--- src/rtl/pc_fetch_unit.sv ---
// pc_fetch_unit: program counter and instruction-fetch sequencer.
//   clk, rst_n          : clock, asynchronous active-low reset
//   stall               : hold the PC and issue no fetch request
//   br_taken, br_target : one-cycle redirect request and its address
//   imem_ack            : instruction memory accepts the current request
//   imem_req, imem_addr : fetch request and address (address equals pc)
//   pc, pc_plus4        : current PC and its sequential successor
//   fetch_valid         : pulses the cycle after a non-squashed fetch completes
module pc_fetch_unit #(
  parameter logic [31:0] RESET_PC = 32'h0000_0000,
  parameter logic [31:0] INCR     = 32'd4
) (
  input  logic        clk,
  input  logic        rst_n,
  input  logic        stall,
  input  logic        br_taken,
  input  logic [31:0] br_target,
  input  logic        imem_ack,
  output logic        imem_req,
  output logic [31:0] imem_addr,
  output logic [31:0] pc,
  output logic [31:0] pc_plus4,
  output logic        fetch_valid
);

  localparam int unsigned XLEN = 32;

  typedef enum logic [1:0] {
    ST_BOOT  = 2'd0,
    ST_FETCH = 2'd1,
    ST_HOLD  = 2'd2
  } state_e;

  state_e            state_q, state_d;
  logic [XLEN-1:0]   pc_q, pc_d;
  logic              pending_q, pending_d;
  logic [XLEN-1:0]   pend_target_q, pend_target_d;
  logic              fetch_valid_q, fetch_valid_d;

  logic              handshake;
  logic              redirect;
  logic [XLEN-1:0]   br_target_al;
  logic [XLEN-1:0]   target_sel;
  logic [XLEN-1:0]   next_pc;

  // State register
  always_ff @(posedge clk or negedge rst_n) begin
    if (!rst_n) begin
      state_q <= ST_BOOT;
    end else begin
      state_q <= state_d;
    end
  end

  // Next-state logic
  always_comb begin
    state_d = state_q;
    case (state_q)
      ST_BOOT:  state_d = ST_FETCH;
      ST_FETCH: if (stall) state_d = ST_HOLD;
      ST_HOLD:  if (!stall) state_d = ST_FETCH;
      default:  state_d = ST_BOOT;
    endcase
  end

  // Output logic: request follows state directly so reset drops it at once
  always_comb begin
    imem_req = 1'b0;
    case (state_q)
      ST_FETCH: imem_req = ~stall;
      default:  imem_req = 1'b0;
    endcase
  end

  // Redirect selection; a branch in the current cycle beats a pending one
  assign handshake    = imem_req & imem_ack;
  assign redirect     = br_taken | pending_q;
  assign br_target_al = {br_target[XLEN-1:2], 2'b00};
  assign target_sel   = br_taken ? br_target_al : pend_target_q;
  assign pc_plus4     = XLEN'(pc_q + INCR);
  assign next_pc      = redirect ? target_sel : pc_plus4;

  // Datapath next-state
  always_comb begin
    pc_d          = pc_q;
    pending_d     = pending_q;
    pend_target_d = pend_target_q;
    fetch_valid_d = handshake & ~redirect;
    if (handshake) begin
      pc_d      = next_pc;
      pending_d = 1'b0;
    end else if (br_taken) begin
      // Remember the redirect until a fetch can consume it, even while stalled
      pending_d     = 1'b1;
      pend_target_d = br_target_al;
    end
  end

  // Datapath registers
  always_ff @(posedge clk or negedge rst_n) begin
    if (!rst_n) begin
      pc_q          <= RESET_PC;
      pending_q     <= 1'b0;
      pend_target_q <= '0;
      fetch_valid_q <= 1'b0;
    end else begin
      pc_q          <= pc_d;
      pending_q     <= pending_d;
      pend_target_q <= pend_target_d;
      fetch_valid_q <= fetch_valid_d;
    end
  end

  assign pc          = pc_q;
  assign imem_addr   = pc_q;
  assign fetch_valid = fetch_valid_q;

endmodule

--- config.mk ---
export PLATFORM = sky130hd
export DESIGN_NAME = pc_fetch_unit
export DESIGN_NICKNAME = d
export VERILOG_FILES = /design/src/rtl/pc_fetch_unit.sv
export SDC_FILE = /design/constraint.sdc
export NUM_CORES = 1
export LEC_CHECK = 0
export CAP_MARGIN = 5
export CORE_ASPECT_RATIO = 1.25
export CORE_MARGIN = 3
export CORE_UTILIZATION = 25
export DETAILED_ROUTE_END_ITERATION = 10
export HOLD_SLACK_MARGIN = 0.15
export PLACE_DENSITY = 0.56
export RECOVER_POWER = 25
export SYNTH_ARGS = -nofsm -noshare
export SYNTH_HDL_FRONTEND = slang
export SYNTH_SLANG_ARGS = --single-unit
--- constraint.sdc ---
create_clock -name clk -period 4.7 [get_ports clk]
set_clock_uncertainty 0.15 [all_clocks]
set_input_delay 1.175 -clock clk [delete_from_list [all_inputs] [get_ports clk]]
set_output_delay 1.175 -clock clk [all_outputs]
set_load 0.02 [all_outputs]
Word-level counts from Yosys, hierarchy flattened:

Index checks and enable logic that the tools add are counted.

* word-level logic and storage cells: 26
* flip-flop bits (word level): 68
* input bits: 37

* mux-type cells: 8
* bitwise logic cells: 5
* equal/unequal tests: 4
* add/sub/neg operators: 1
* reductions and logical operators: 3

Operators with widths (number)
* 2-to-1 mux 32 bit: 2
* adder 32 x 3 -> 32 bit, second input constant: 1
* case mux 2 bit (3 select lines): 1
* 2-to-1 mux 2 bit: 2
* inequality test 2 bit, second input constant: 2
* 2-to-1 mux 1 bit: 3
* AND 1 bit: 2
* == test 2 x 1 -> 1 bit, second input constant: 1
* == test 2 bit, second input constant: 1
* logical NOT 2 bit: 1
* NOT 1 bit: 2
* AND reduction 2 bit: 1
* nonzero test 2 bit: 1
* bitwise OR 1 bit: 1

Longest topological paths before layout:

* depth after elaboration: 4
* gate-level depth with buffers: 7

Worst setup path after synthesis:

OpenSTA, ideal clock, no wires.

* kind: register -> output
* start point: register pc_q[2] (netlist: imem_addr[2])
* end point: output port pc_plus4[24]
* data required time: 3.375 ns
* arrival time: 2.212 ns
* path slack: 1.163 ns
* cell stages (with the launch flop): 6
* buffers on the path: 0
* path through: dfrtp_1 > ha_1 > nand3_1 > or4_4 > or3_4 > xnor2_1

* cells in the longest elaborated chain, start to end: 1

Ends and longest elaborated chain
* start: declaration: RTL line 35 `logic [XLEN-1:0] pc_q, pc_d;`
* start signal: assignment: RTL line 107 `pc_q <= pc_d;`
* adder 32 x 3 -> 32 bit: RTL line 80 `assign pc_plus4 = XLEN'(pc_q + INCR);`
* end: declaration: RTL line 22 `output logic [31:0] pc_plus4,`

Every way passes these cells.

Final worst setup path:

Ends and elaborated chain as after synthesis.

==> qor.yml <==
drt-total-wl_mm: 13.25
yosys.cell_types.count: 52
setup_viol: 0
crit_path_max_fanout: 8
crit_path_start_kind: "flip-flop"
ys_seq_area_share_pct: 41.10
vias: 3722
cts_sinks: 68
cts_htree_levels: 3
p_per_area_mw_per_mm2: 662.2
crit_required_ns: 3.38
cts_tree: "built"
area_growth_pct: 38.29
vias_per_cell: 4.917
timing.rr.end: "imem_addr[26]"
cap_violations: 1
coreArea_mm2: 0.01620
synth.net_count: 487
drv_slew: 69
cts_buffers: 9
totalPowerFinal_mw: 3.792
drive_gt1_share_pct: 12.57
hold_violations: 0
hold_path_startpoint: "pend_target_q[1]"
clock_path_buffers: 2
postRouteAntennaNets: 0
die-area_mm2: 0.01815
postSynthAreaPerCell_um2: 9.221
ff2ff_setup_slack_ns: 2.06
root_buffer: "clkbuf_16"
path_cells: "ha_1 -> nand3_1 -> or4_4 -> or3_4 -> xnor2_1 -> clkdlybuf4s50_1"
grt_pass1_wl_mm: 20.52
finish.utilization_pct: 35.34
cpMaxStageDelayCell: "clkdlybuf4s50_1"
synth_edf_count: 0
clock_latency_ns: 0.33
cts_hold_buf: 0
dp_slack_ns: 0.5574
critPathMaxStageDelay_ns: 0.62
fp-row-count: 52
async_flop_share_pct: 100.0
yosys_most_used_dff: "dfrtp_1"
ys_ff_latch: 68
gp_congestion: 0.8686
syn_inst: 449
grt_overflow: 0
grt_usage_pct: 14.61
worst_hold_path_type: "flip-flop to flip-flop"
tightestPinTransition_ns: 1.767
relSlewSlack_pct: -17.81
io_buffers: 132
grt_pass1_vias: 3758
r2r_cells: 6
cp.depth: 6
period_share_pct: 93.61
clk_pin_slew_ns: 0.05
drc: 0
whs_path_depth: 1
crit_path_end: "pc_plus4[24]"
grt_max_degree: 69
fmax_mhz: 227.3
crit_family: "simple AND/OR/NAND/NOR gates"
rr_startpoint: "imem_addr[2]"
min_period_ns: 4.400
fin_nets: 574
max-vdd-ir-drop_v: 0.0003317
power.leakage_nw: 2.276
grt_antenna_before_repair: 0
ios: 135
end_kind: "output port"
fp.dieW_um: 121.1
wl_per_cell_um: 17.50
dieHeight_um: 149.9
dr.pass1.iters: 4
n_antenna_cell: 0
dp_hpwl_mm: 9.400
syn_area_mm2: 0.004140
finalWorstSetupSlack_ns: 0.3005
violations: "max-capacitance violations, max-slew violations"
critical_path_buf_inv_count: 1
ys_warn_count: 0
fillCellCount: 1630
rsz0062_at_grt: "false"
tns_ns: 0
cp.arrival_ns: 3.07
drtIter0Drc: 217
status: "complete, but fails checks"
cp-startpoint: "imem_addr[2]"
start_util_pct: 25.56
critPathKind: "flip-flop to output port"
## registers in the layout, indices dropped and copies added (netlist names)
register and count:
state_q 2, pending_q 1, fetch_valid 1, pend_target_q 32
imem_addr 32
## power breakdown
group	switching (mW)	total (mW)	internal (mW)
Sequential	0.333	1.11	0.777
Combinational	1.01	1.99	0.981
Clock	0.256	0.694	0.438
Total	1.59	3.79	2.20
## cell usage in the layout (no fill, tap or decap), types with 2 or more instances in the layout
| cell | netlist | routed |
|---|---|---|
| clkdlybuf4s50_1 | 0 | 129 |
| dfrtp_1 | 68 | 68 |
| nand2_1 | 41 | 40 |
| a21oi_1 | 36 | 36 |
| mux2_2 | 30 | 30 |
| o21ai_0 | 26 | 26 |
| nor2_1 | 26 | 25 |
| xnor2_1 | 21 | 21 |
| nand3_1 | 16 | 16 |
| and3_1 | 12 | 12 |
| nand4_1 | 10 | 10 |
| inv_1 | 9 | 9 |
| clkbuf_16 | 0 | 9 |
| xor2_1 | 8 | 8 |
| buf_4 | 34 | 8 |
| a2bb2oi_1 | 7 | 7 |
| and2_1 | 6 | 6 |
| o22ai_1 | 6 | 6 |
| mux2i_1 | 5 | 5 |
| o22a_1 | 5 | 5 |
| nor3_1 | 4 | 4 |
| or2_2 | 4 | 4 |
| nor4_1 | 4 | 3 |
| o31a_1 | 3 | 3 |
| a31oi_1 | 3 | 3 |
| o2bb2ai_1 | 3 | 3 |
| nor4_2 | 1 | 2 |
| and4_1 | 2 | 2 |
| nand2b_1 | 2 | 2 |
| a22o_1 | 2 | 2 |
| nor2b_1 | 2 | 2 |
| a211oi_1 | 2 | 2 |
| o311ai_0 | 2 | 2 |
| a221oi_1 | 2 | 2 |
| clkinv_2 | 0 | 2 |
| clkbuf_8 | 0 | 2 |
## Yosys cell counts, drive strengths merged, types with 6 or more instances
cell,number,area [um^2]
and2,6,37.54
dfrtp,68,1702
nand3,16,80.08
mux2,30,337.8
a2bb2oi,7,61.31
nand4,11,75.07
o21ai,26,130.1
o22ai,6,37.54
clkbuf,24,90.09
buf,40,281.5
xnor2,21,183.9
a21oi,36,180.2
inv,9,33.78
and3,12,75.07
nor2,26,97.59
nand2,41,153.9
xor2,8,70.07
## how the worst min path moves through the flow
stage,endpoint,slack [ns]
floorplan,pend_target_q[0],0.30
global placement,pend_target_q[0],0.32
detailed placement,pend_target_q[1],0.32
CTS,pend_target_q[1],0.34
global route,pend_target_q[9],0.36
finish,pend_target_q[1],0.34
## logic make-up after synthesis
family / synth area share, %
AND/OR/NAND/NOR: 16.62
AO/OA/AOI/OAI: 16.68
buffers and inverters: 9.791
flip-flops: 41.10
multiplexers: 9.368
XOR/XNOR: 6.135
adder cells (fa/ha/maj): 0.3022
## layer usage
layer | wire length, um | up-vias | track usage [%]
met5 | 0 | - | 0
met4 | 267 | 0 | 5.442
met3 | 813 | 18 | 3.327
met2 | 6510 | 139 | 24.37
met1 | 5658 | 1815 | 18.38
li1 | - | 1750 | -
## metrics by stage
step | cell area [um^2] | hold WS (ns) | std cells
detailed placement | 5418 | 0.3237 | 741
CTS | 5722 | 0.3418 | 757
global route | 5725 | 0.3634 | 757
floorplan | 4140 | 0.3042 | 449
global placement | 5418 | 0.3219 | 741
finish | 5725 | 0.3390 | 757
## cell type report
type	instances	area (um^2)	area share [%]
clock inverter	4	47.55	0.8304
inverter	9	33.78	0.5900
timing repair buffer	140	1371	23.95
tap	216	270.3	4.720
multi-input combinational	308	2044	35.71
clock buffer	12	256.5	4.480
sequential	68	1702	29.72
## what timing repair did
action / CTS / global route
resized for setup: 0 / 1
setup buffers: 0 / 0
endpoints found under the hold margin: 0 / 0
endpoints found under the setup margin: 0 / 1
Power figures use the tool's default switching activity.
==> RTL change, RTL diff (same settings) <==
The 3 states of `state_e` get a one-hot encoding in 3 bits.
--- a/src/rtl/pc_fetch_unit.sv
+++ b/src/rtl/pc_fetch_unit.sv
@@ -26,8 +26,8 @@
   localparam int unsigned XLEN = 32;
 
-  typedef enum logic [1:0] {
-    ST_BOOT  = 2'd0,
-    ST_FETCH = 2'd1,
-    ST_HOLD  = 2'd2
+  typedef enum logic [2:0] {
+    ST_BOOT  = 3'b001,
+    ST_FETCH = 3'b010,
+    ST_HOLD  = 3'b100
   } state_e;
 
Behaviour: same outputs for any inputs over 10 cycles, from zero or initial values and one cycle with rst_n low; not proved beyond that.
==> RTL change against the original RTL <==
The run still ends with max-capacitance violations, max-slew violations left. Synthesized area rose by 3.0%. Routed wire length rose by 6.5%. Worst setup slack improved by 39 ps. Cell area rose by 2.6%. Final cell count rose by 2.6%. Total power fell by 2.3%. Sequential cell count rose by 1. Synthesized cell count rose by 3.1%. Critical endpoint is now pc_plus4[18].
==> RTL change: results (changes against the original RTL) <==
status = finished, violations left (unchanged)
failing checks = max-capacitance violations, max-slew violations (unchanged)
Place WS = 693 ps (was 557 ps)
Slew headroom = -21.7% (was -17.8%)
Arr. time, crit path = 3040 ps (was 3070 ps)
Post-Syn Instances = 463 (was 449)
pin count of the biggest net entering global routing = 70 (was 69)
number of diodes = 0 (unchanged)
sequential fraction of the synthesis area = 40.5% (was 41.1%)
max-cap violation count = 1 (unchanged)
Hold EP = pend_target_q[9]$_DFFE_PN0N_ (was pend_target_q[1]$_DFFE_PN0N_)
iteration-0 DRC count of the detailed router = 272 (was 217)
via count of the first global-routing pass = 3860 (was 3758)
Non-Filler Instances = 777 (was 757)
Worst Path Max Fanout = 10 (was 8)
drt first pass iters = 5 (was 4)
Pleak = 2.36 nW (was 2.28 nW)
Synth Flop Type = dfrtp_1 (unchanged)
H-tree level count = 3 (unchanged)
Tcrit/Tclk final = 92.8% (was 93.6%)
PostCTS Resize Cnt = 0 (unchanged)
Max Slew Vio Count = 70 (was 69)
# placed instances = 761 (was 741)
worst hold start = pend_target_q[9]$_DFFE_PN0N_ (was pend_target_q[1]$_DFFE_PN0N_)
WHS = 353 ps (was 339 ps)
setup slack, reg-to-reg = 1980 ps (was 2060 ps)
worst vdd ir = 297 uV (was 332 uV)
Core ar. = 16500 um2 (was 16200 um2)
CP startpoint = imem_addr[2]$_DFFE_PN0P_ (unchanged)
syn nets = 501 (was 487)
CP peak stage delay = 670 ps (was 620 ps)
gpl congestion = 0.795 (was 0.869)
hpwl dp = 10100 um (was 9400 um)
Commonest cells post-synth = dfrtp_1 (68), nand2_1 (42), nor2_1 (36), a21oi_1 (34), buf_4 (34) (was dfrtp_1 (68), nand2_1 (41), a21oi_1 (36), buf_4 (34), mux2_2 (30))
Hold Path Class = reg -> reg (unchanged)
total track usage = 15.0% (was 14.6%)
Setup crit end = pc_plus4[18] (was pc_plus4[24])
first-pass GRT wire length = 21700 um (was 20500 um)
terminus of the critical flop-to-flop path = imem_addr[29]$_DFFE_PN0P_ (was imem_addr[26]$_DFFE_PN0P_)
wire length per cell = 18.2 um (was 17.5 um)
nets = 594 (was 574)
share of layout cells above drive strength 1 = 12.3% (was 12.6%)
Post-DP Area = 5580 um2 (was 5420 um2)
routed vias = 3859 (was 3722)
port bufs = 132 (unchanged)
r2r startpoint = pending_q$_DFFE_PN0P_ (was imem_addr[2]$_DFFE_PN0P_)
Reg2Reg Depth = 4 (was 6)
synth top area cells = dfrtp_1 (40%), mux2_2 (7.4%), buf_4 (6.0%) (was dfrtp_1 (41%), mux2_2 (8.2%), buf_4 (6.2%))
Clock Latency Late Sink = 340 ps
[RTL change: final cells by class]
class	instances	area, um2
fillers	1664	10600
well taps	216	270
clock buffers	10	239
clock inverters	6	62.6
multi-input cells	320	2130
repair buffers	144	1400
inverters	12	45.0
flip-flops and latches	69	1730
[RTL change: report_power, final]
group / switching (W) / internal (W)
clock: 0.000268 / 0.000423
sequential: 0.000318 / 0.000773
combinational: 0.000989 / 0.000933
[RTL change: cell families after synthesis]
| logic type | share of synthesized area [%] |
|---|---|
| XOR/XNOR | 5.96 |
| AO/OA/AOI/OAI | 17.0 |
| AND/OR/NAND/NOR | 18.0 |
| adder cells (fa/ha/maj) | 0.293 |
| flip-flops | 40.5 |
| buffers and inverters | 9.69 |
| multiplexers | 8.57 |
[RTL change: layer usage]
layer	track usage, %	vias up	part of all wire (%)
met3	3.35	17	5.9
met4	5.23	0	1.8
li1	-	1805	-
met2	25.4	147	51
met1	18.6	1890	41
met5	0	-	0
